==> config.mk <==
export PLATFORM = sky130hd
export DESIGN_NAME = ex_mdu
export DESIGN_NICKNAME = d
export VERILOG_FILES = /design/src/rtl/ex_mdu_pkg.sv /design/src/rtl/mdu_div_core.sv /design/src/rtl/ex_mdu.sv
export SDC_FILE = /design/constraint.sdc
export NUM_CORES = 2
export LEC_CHECK = 0
export BUFFER_PORTS_ARGS = -buffer_cell sky130_fd_sc_hd__buf_2
export CAP_MARGIN = 20
export CORE_ASPECT_RATIO = 1.2
export CORE_MARGIN = 2
export CORE_UTILIZATION = 70
export CTS_CLUSTER_SIZE = 14
export DETAILED_ROUTE_END_ITERATION = 16
export GPL_ROUTABILITY_DRIVEN = 0
export PLACE_DENSITY = 0.87
export RECOVER_POWER = 50
export SLEW_MARGIN = 20
export SYNTH_ARGS = -nofsm -noshare
export SYNTH_HDL_FRONTEND = slang
export SYNTH_SLANG_ARGS = --single-unit
==> constraint.sdc <==
create_clock -name clk -period 26.7 [get_ports clk]
set_clock_uncertainty 0.15 [all_clocks]
set_input_delay 2.67 -clock clk [delete_from_list [all_inputs] [get_ports clk]]
set_output_delay 2.67 -clock clk [all_outputs]
set_load 0.01 [all_outputs]
==> src/rtl/ex_mdu_pkg.sv <==
// rtl/ex_mdu_pkg.sv - RV32M decode constants, MDU state encoding and func3 helpers
package ex_mdu_pkg;

  localparam logic [6:0] INST_FUNC7_M = 7'b0000001;

  localparam logic [2:0] INST_MUL    = 3'b000;
  localparam logic [2:0] INST_MULH   = 3'b001;
  localparam logic [2:0] INST_MULHSU = 3'b010;
  localparam logic [2:0] INST_MULHU  = 3'b011;
  localparam logic [2:0] INST_DIV    = 3'b100;
  localparam logic [2:0] INST_DIVU   = 3'b101;
  localparam logic [2:0] INST_REM    = 3'b110;
  localparam logic [2:0] INST_REMU   = 3'b111;

  typedef enum logic [1:0] {
    S_IDLE = 2'd0,
    S_MUL  = 2'd1,
    S_DIV  = 2'd2,
    S_DONE = 2'd3
  } mdu_state_e;

  // Divide/remainder group: func3[2] set.
  function automatic logic is_div_op(input logic [2:0] f3);
    return f3[2];
  endfunction

  // DIV and REM are signed; the U variants have func3[0] set.
  function automatic logic is_signed_div(input logic [2:0] f3);
    return ~f3[0];
  endfunction

endpackage

==> src/rtl/mdu_div_core.sv <==
// rtl/mdu_div_core.sv - iterative unsigned restoring divider, DIV_BITS quotient bits per cycle
//
// Ports:
//   clk, rst            clock, synchronous active-high reset
//   start_i             load dividend/divisor and begin iterating
//   kill_i              abandon the division in progress
//   dividend_i          unsigned dividend
//   divisor_i           unsigned divisor (never zero; the caller handles that case)
//   busy_o              iterations still outstanding
//   done_o              one-cycle pulse, quotient/remainder valid
//   quotient_o          unsigned quotient
//   remainder_o         unsigned remainder
module mdu_div_core #(
  parameter int XLEN     = 32,
  parameter int DIV_BITS = 1
) (
  input  logic            clk,
  input  logic            rst,
  input  logic            start_i,
  input  logic            kill_i,
  input  logic [XLEN-1:0] dividend_i,
  input  logic [XLEN-1:0] divisor_i,
  output logic            busy_o,
  output logic            done_o,
  output logic [XLEN-1:0] quotient_o,
  output logic [XLEN-1:0] remainder_o
);

  localparam int ITERS = XLEN / DIV_BITS;
  localparam int CNT_W = $clog2(ITERS + 1);

  logic [XLEN-1:0]  quo_q, rem_q, dsr_q;
  logic [CNT_W-1:0] cnt_q;
  logic             busy_q, done_q;

  logic [XLEN-1:0]  quo_n, rem_n;
  logic [XLEN:0]    trial;

  // quo_q doubles as the dividend shift register: its MSB feeds the partial
  // remainder while quotient bits fill in from the bottom.
  always_comb begin
    quo_n = quo_q;
    rem_n = rem_q;
    trial = '0;
    for (int i = 0; i < DIV_BITS; i++) begin
      trial = {rem_n, quo_n[XLEN-1]};
      quo_n = {quo_n[XLEN-2:0], 1'b0};
      if (trial >= {1'b0, dsr_q}) begin
        trial    = trial - {1'b0, dsr_q};
        quo_n[0] = 1'b1;
      end
      rem_n = trial[XLEN-1:0];
    end
  end

  always_ff @(posedge clk) begin
    if (rst) begin
      quo_q  <= '0;
      rem_q  <= '0;
      dsr_q  <= '0;
      cnt_q  <= '0;
      busy_q <= 1'b0;
      done_q <= 1'b0;
    end else begin
      done_q <= 1'b0;
      if (start_i) begin
        quo_q  <= dividend_i;
        rem_q  <= '0;
        dsr_q  <= divisor_i;
        cnt_q  <= CNT_W'(ITERS);
        busy_q <= 1'b1;
      end else if (kill_i) begin
        cnt_q  <= '0;
        busy_q <= 1'b0;
      end else if (busy_q) begin
        quo_q <= quo_n;
        rem_q <= rem_n;
        cnt_q <= cnt_q - CNT_W'(1);
        if (cnt_q == CNT_W'(1)) begin
          busy_q <= 1'b0;
          done_q <= 1'b1;
        end
      end
    end
  end

  assign busy_o      = busy_q;
  assign done_o      = done_q;
  assign quotient_o  = quo_q;
  assign remainder_o = rem_q;

endmodule

==> src/rtl/ex_mdu.sv <==
// rtl/ex_mdu.sv - multi-cycle RV32M multiply/divide unit beside the execute stage
//
// Ports:
//   clk, rst            clock, synchronous active-high reset
//   start_i             launch an op (sampled only in IDLE)
//   func3_i             M-extension op select
//   op1_i, op2_i        rs1 / rs2 values
//   rd_addr_i           destination register
//   flush_i             jump from ctrl; kills the op in flight
//   hold_flag_o         stall request to ctrl
//   rd_addr_o           write-back address
//   rd_data_o           write-back data
//   rd_wen_o            write-back enable, one-cycle pulse
module ex_mdu
  import ex_mdu_pkg::*;
#(
  parameter int XLEN       = 32,
  parameter int MUL_STAGES = 2,
  parameter int DIV_BITS   = 1
) (
  input  logic            clk,
  input  logic            rst,
  input  logic            start_i,
  input  logic [2:0]      func3_i,
  input  logic [XLEN-1:0] op1_i,
  input  logic [XLEN-1:0] op2_i,
  input  logic [4:0]      rd_addr_i,
  input  logic            flush_i,
  output logic            hold_flag_o,
  output logic [4:0]      rd_addr_o,
  output logic [XLEN-1:0] rd_data_o,
  output logic            rd_wen_o
);

  localparam logic [XLEN-1:0] MIN_NEG  = {1'b1, {(XLEN-1){1'b0}}};
  localparam logic [1:0]      MUL_LAST = 2'(MUL_STAGES - 1);

  mdu_state_e      state_q, state_d;
  logic [2:0]      func3_q;
  logic [XLEN-1:0] op1_q, op2_q;
  logic [4:0]      rd_addr_q;
  logic [1:0]      mcnt_q, mcnt_d;
  logic [XLEN-1:0] wb_data_q, wb_data_d;
  logic [4:0]      wb_addr_q, wb_addr_d;

  // ---------------- launch decode (from live inputs) ----------------
  logic            launch, sdiv_i, div_zero, div_ovf, special, div_start;
  logic [XLEN-1:0] spec_res, dvd_abs, dsr_abs;

  assign launch   = start_i && (state_q == S_IDLE) && !flush_i;
  assign sdiv_i   = is_signed_div(func3_i);
  assign div_zero = (op2_i == '0);
  assign div_ovf  = sdiv_i && (op1_i == MIN_NEG) && (op2_i == '1);
  assign special  = is_div_op(func3_i) && (div_zero || div_ovf);

  // func3[1] selects remainder over quotient.
  always_comb begin
    if (func3_i[1]) spec_res = div_zero ? op1_i : '0;
    else            spec_res = div_zero ? '1    : op1_i;
  end

  assign dvd_abs   = (sdiv_i && op1_i[XLEN-1]) ? -op1_i : op1_i;
  assign dsr_abs   = (sdiv_i && op2_i[XLEN-1]) ? -op2_i : op2_i;
  assign div_start = launch && is_div_op(func3_i) && !special;

  // ---------------- multiply datapath ----------------
  logic              a_sgn, b_sgn;
  logic [XLEN:0]     a_ext, b_ext;
  logic [2*XLEN-1:0] a_w, b_w, prod, mul_res;
  logic [XLEN-1:0]   mul_half;

  assign a_sgn = (func3_q != INST_MULHU);
  assign b_sgn = (func3_q == INST_MUL) || (func3_q == INST_MULH);
  assign a_ext = {a_sgn & op1_q[XLEN-1], op1_q};
  assign b_ext = {b_sgn & op2_q[XLEN-1], op2_q};
  assign a_w   = {{(XLEN-1){a_ext[XLEN]}}, a_ext};
  assign b_w   = {{(XLEN-1){b_ext[XLEN]}}, b_ext};
  assign prod  = a_w * b_w;

  // The write-back register is the last multiply stage, so only
  // MUL_STAGES-1 pipeline registers sit between the operands and it.
  generate
    if (MUL_STAGES == 1) begin : g_mul_comb
      assign mul_res = prod;
    end else begin : g_mul_pipe
      logic [2*XLEN-1:0] pipe_q [MUL_STAGES-1];
      always_ff @(posedge clk) begin
        if (rst) begin
          for (int i = 0; i < MUL_STAGES - 1; i++) pipe_q[i] <= '0;
        end else begin
          pipe_q[0] <= prod;
          for (int i = 1; i < MUL_STAGES - 1; i++) pipe_q[i] <= pipe_q[i-1];
        end
      end
      assign mul_res = pipe_q[MUL_STAGES-2];
    end
  endgenerate

  assign mul_half = (func3_q == INST_MUL) ? mul_res[XLEN-1:0] : mul_res[2*XLEN-1:XLEN];

  // ---------------- divide datapath ----------------
  logic            div_busy, div_done, q_neg, r_neg;
  logic [XLEN-1:0] div_quo, div_rem, div_res;

  mdu_div_core #(
    .XLEN     (XLEN),
    .DIV_BITS (DIV_BITS)
  ) u_div (
    .clk         (clk),
    .rst         (rst),
    .start_i     (div_start),
    .kill_i      (flush_i),
    .dividend_i  (dvd_abs),
    .divisor_i   (dsr_abs),
    .busy_o      (div_busy),
    .done_o      (div_done),
    .quotient_o  (div_quo),
    .remainder_o (div_rem)
  );

  assign q_neg   = is_signed_div(func3_q) && (op1_q[XLEN-1] ^ op2_q[XLEN-1]);
  assign r_neg   = is_signed_div(func3_q) && op1_q[XLEN-1];
  assign div_res = func3_q[1] ? (r_neg ? -div_rem : div_rem)
                              : (q_neg ? -div_quo : div_quo);

  // ---------------- control ----------------
  always_comb begin
    state_d   = state_q;
    mcnt_d    = mcnt_q;
    wb_data_d = wb_data_q;
    wb_addr_d = wb_addr_q;
    case (state_q)
      S_IDLE: begin
        if (launch) begin
          if (!is_div_op(func3_i)) begin
            state_d = S_MUL;
            mcnt_d  = '0;
          end else if (special) begin
            state_d   = S_DONE;
            wb_data_d = spec_res;
            wb_addr_d = rd_addr_i;
          end else begin
            state_d = S_DIV;
          end
        end
      end
      S_MUL: begin
        if (flush_i) begin
          state_d = S_IDLE;
        end else if (mcnt_q == MUL_LAST) begin
          state_d   = S_DONE;
          wb_data_d = mul_half;
          wb_addr_d = rd_addr_q;
        end else begin
          mcnt_d = mcnt_q + 2'd1;
        end
      end
      S_DIV: begin
        if (flush_i) begin
          state_d = S_IDLE;
        end else if (div_done && !div_busy) begin
          // Sign-fix cycle: unsigned result is ready, correct and write back.
          state_d   = S_DONE;
          wb_data_d = div_res;
          wb_addr_d = rd_addr_q;
        end
      end
      default: state_d = S_IDLE;
    endcase
  end

  always_ff @(posedge clk) begin
    if (rst) begin
      state_q   <= S_IDLE;
      func3_q   <= '0;
      op1_q     <= '0;
      op2_q     <= '0;
      rd_addr_q <= '0;
      mcnt_q    <= '0;
      wb_data_q <= '0;
      wb_addr_q <= '0;
    end else begin
      state_q   <= state_d;
      mcnt_q    <= mcnt_d;
      wb_data_q <= wb_data_d;
      wb_addr_q <= wb_addr_d;
      if (launch) begin
        func3_q   <= func3_i;
        op1_q     <= op1_i;
        op2_q     <= op2_i;
        rd_addr_q <= rd_addr_i;
      end
    end
  end

  // Combinational from start_i so ex stalls in the launch cycle; low in DONE
  // so the pipeline advances while the result writes back.
  assign hold_flag_o = !rst && ((start_i && state_q == S_IDLE) ||
                                state_q == S_MUL || state_q == S_DIV);
  assign rd_wen_o    = (state_q == S_DONE);
  assign rd_data_o   = wb_data_q;
  assign rd_addr_o   = wb_addr_q;

endmodule
==> Flow_metrics.wiki <==
{| class="wikitable"
! Metric !! Value
|-
| Number of setup buffers added after CTS || 0
|-
| DRC viols || 0
|-
| RSZ-0062 raised after global routing || no
|-
| CTS H-Tree Depth || 1
|-
| Hold Fails Final Rpt || 0
|-
| Cell count after synthesis || around 6300
|-
| Critical Path Sink Type || flip-flop
|-
| Critical path required time || approximately 27 ns
|-
| First-pass GRT wire length || ~260000 um
|-
| Number of buffers on the longest clock path || 3
|-
| Growth of design area from synthesis to finish || 3.604%
|-
| Cell area after placement || 0.05511 mm2
|-
| Post-Syn Nets || approximately 8000
|-
| Post-Place Setup Slack || between 15 and 20 ns
|-
| Placeable Area || around 0.076 mm2
|-
| Worst reg2reg path endpoint || g_mul_pipe.pipe_q[0][58]
|-
| Congestion Overflow GR || 0
|-
| Chip Height || 308.4 um
|-
| Peak VDD IR || approximately 0.047 mV
|-
| Number of nets still failing antenna checks after routing || 0
|-
| CTS clk-pin slew, worst paths || around 0.070 ns
|-
| Summed instance area of the synthesized netlist || ~0.054 mm2
|-
| IO Port Bufs || 114
|-
| Vias per cell || 6.279
|-
| Number of iterations in the first detailed-routing pass || 6
|-
| Number of primary I/O pins || approximately 120
|-
| Reg2reg start || func3_q[0]
|-
| Cell depth of the worst min-delay path || 2
|-
| Post-route design area || between 0.05 and 0.06 mm2
|-
| Post-synth EDFFs || 0
|-
| Fraction of registers with async set/reset || 0%
|-
| Overall die area || 0.07948 mm2
|-
| Post-DP HPWL || between 100000 and 150000 um
|-
| Fin Setup TNS || 0 ns
|-
| Top_reg_cell synth || sky130_fd_sc_hd__dfxtp_1
|-
| Routed Wire Length || ~170000 um
|-
| Hold EP || rd_data_o[20]
|-
| Worst Path Max Fanout || roughly 160
|-
| R2R setup slack || 16.84 ns
|-
| Worst hold slack || roughly 0.3 ns
|-
| Maximum clock frequency || between 80 and 90 MHz
|-
| Slew HR || -384.5%
|-
| Detailed-route via count || approximately 45000
|-
| Post-Synthesis Mean Instance Area || roughly 8.6 um2
|-
| Global-route usage over all layers || between 40% and 50%
|-
| Total power divided by cell area || 40.93 mW/mm2
|-
| Worst Setup Slack, final || between 10 and 15 ns
|-
| Hold_sp || rd_data_o[20]
|-
| Clock tree from TritonCTS || done
|-
| Most frequent cells in the layout || 1251 x sky130_fd_sc_hd__inv_1, 1126 x sky130_fd_sc_hd__fa_1, 1094 x sky130_fd_sc_hd__nand2_1
|-
| Number of clock sinks seen by CTS || around 280
|-
| Overall die width || roughly 260 um
|-
| Inserted Clock Buffers || 28
|-
| Post-synthesis register bit count || approximately 280
|-
| Clock insertion delay at the later pin of the skew report || 0.59 ns
|-
| Tmin final || around 12 ns
|-
| Type of the worst setup path || input pin to flip-flop
|-
| Share of layout cells above drive strength 1 || approximately 4.6%
|-
| Leak pwr || around 0.026 uW
|-
| Class of the tightest hold or removal check || flip-flop to flip-flop
|-
| Ratio of final minimum period to clock period || between 40% and 50%
|-
| Initial Util || a little over two thirds
|-
| First-iteration detailed-routing DRC count || 5147
|-
| Syn. warnings || 0
|-
| Most common library cell in the layout ignoring fill and taps || sky130_fd_sc_hd__inv_1
|-
| Clock root buffer || sky130_fd_sc_hd__clkbuf_16
|-
| Pin count of the biggest net entering global routing || about 160
|-
| Transition time at the pin with the least slew margin || 7.268 ns
|-
| Post_cts resized || 0
|-
| Cell variety after synth || between 90 and 100
|-
| Run status || complete, but fails checks
|-
| FF-to-FF path depth || 27
|-
| Sequential cell area fraction in the yosys report || 10.41%
|-
| Via count of the first global-routing pass || 49170
|-
| Violated checks || capacitance limit, slew limit
|-
| Standard-cell row count || about 110
|-
| Number of max-capacitance violations reported || 2
|-
| Initial antenna violation count || 5
|-
| Type of element launching the critical path || input pin
|-
| Net count of the finished layout || roughly 7600
|-
| Max-slew violation count || between 200 and 300
|-
| Hold_buf cts || 0
|-
| CP Data Arrival Time || between 10 and 15 ns
|-
| Routed wirelength normalized by instance count || approximately 23 um
|-
| Setup violators final || 0
|}
-- synthesized netlist by cell type (19+ instances only) --
cell type                  number  area (um2)
sky130_fd_sc_hd__o21ai_0       79       395.4
sky130_fd_sc_hd__nor2_1       318        1194
sky130_fd_sc_hd__clkbuf_1     356        1336
sky130_fd_sc_hd__a211oi_1      82       615.6
sky130_fd_sc_hd__a311oi_1      35       306.5
sky130_fd_sc_hd__dfxtp_1      281        5625
sky130_fd_sc_hd__xnor2_1      135        1182
sky130_fd_sc_hd__a21o_1        65       488.0
sky130_fd_sc_hd__mux2i_1       42       420.4
sky130_fd_sc_hd__nand3_1       19       95.09
sky130_fd_sc_hd__nand4_1       24       150.1
sky130_fd_sc_hd__fa_1        1126       22540
sky130_fd_sc_hd__xor2_1        82       718.2
sky130_fd_sc_hd__nand2b_1      25       156.4
sky130_fd_sc_hd__o31ai_1       31       232.7
sky130_fd_sc_hd__inv_1       1251        4696
sky130_fd_sc_hd__ha_1         257        3216
sky130_fd_sc_hd__nor2b_1       22       137.6
sky130_fd_sc_hd__a31oi_1       19       118.9
sky130_fd_sc_hd__nand2_1     1095        4110
sky130_fd_sc_hd__o211ai_1      38       285.3
sky130_fd_sc_hd__a21oi_1      261        1306
sky130_fd_sc_hd__and2_1       324        2027
sky130_fd_sc_hd__nor3_1        69       345.3
sky130_fd_sc_hd__maj3_1        22       220.2
-- registers in the layout (all words and copies together), names as in the netlist --
register / cells
func3_q: 3
g_mul_pipe.pipe_q: 64
mcnt_q: 2
op1_q: 32
op2_q: 32
rd_addr_o: 5
rd_addr_q: 5
rd_data_o: 32
state_q: 2
u_div.busy_o: 1
u_div.cnt_q: 6
u_div.done_o: 1
u_div.dsr_q: 32
u_div.quotient_o: 32
u_div.remainder_o: 32
-- critical path: stages --
cell and delay [ns]:
sky130_fd_sc_hd__clkbuf_1 3.09, sky130_fd_sc_hd__clkbuf_1 5.29, sky130_fd_sc_hd__nor3b_1 0.83
-- metrics by stage --
step	utilization (%)	instances	power (uW)
detailed placement	72.15	7141	1833
global route	73.31	7191	2420
global placement	72.15	7141	1781
floorplan	-	6315	1429
finish	73.33	7196	2292
CTS	73.40	7191	2247
-- cell families after synthesis --
logic type	count (synthesis)	synth area share (%)
simple gates	2007	16.89
buf+inv	1641	11.50
fa+ha+maj	1405	48.05
compound gates	715	8.714
flops	281	10.41
xor+xnor	217	3.516
mux	49	0.9234
-- where the power goes --
group	internal (uW)	switching (uW)	total, uW	leakage, uW
sequential	494	57.1	551	0.00229
combinational	446	880	1330	0.0230
clock	234	181	415	0.000479
total	1170	1120	2290	0.0258
-- final cells by class --
cell class,count,area (um2)
sequential,281,5633
antenna,5,12.51
fill,5256,20380
clock inverter,14,143.9
tap,1017,1272
multi-input combinational,4393,42290
inverter,1251,4696
clock buffer,36,810.8
timing repair buffer,199,1150
-- layer usage --
metal | share of wire, % | vias up | global-route usage [%]
li1 | - | 18770 | -
met1 | 31 | 21850 | 48.02
met2 | 46 | 3337 | 70.13
met3 | 13 | 1228 | 11.82
met4 | 10 | 2 | 35.74
met5 | 0.0048 | - | 0
-- how the worst max path moves through the flow --
stage,start,end,slack (ns)
final,rst,g_mul_pipe.pipe_q[0][36],14.46
after global routing,rst,g_mul_pipe.pipe_q[0][36],14.13
after CTS,func3_q[0],g_mul_pipe.pipe_q[0][61],17.11
after detailed placement,func3_q[0],g_mul_pipe.pipe_q[0][61],17.14
after global placement,func3_q[0],g_mul_pipe.pipe_q[0][61],17.30
after floorplan,func3_q[1],g_mul_pipe.pipe_q[0][61],17.87
(Power assumes the default switching activity.)
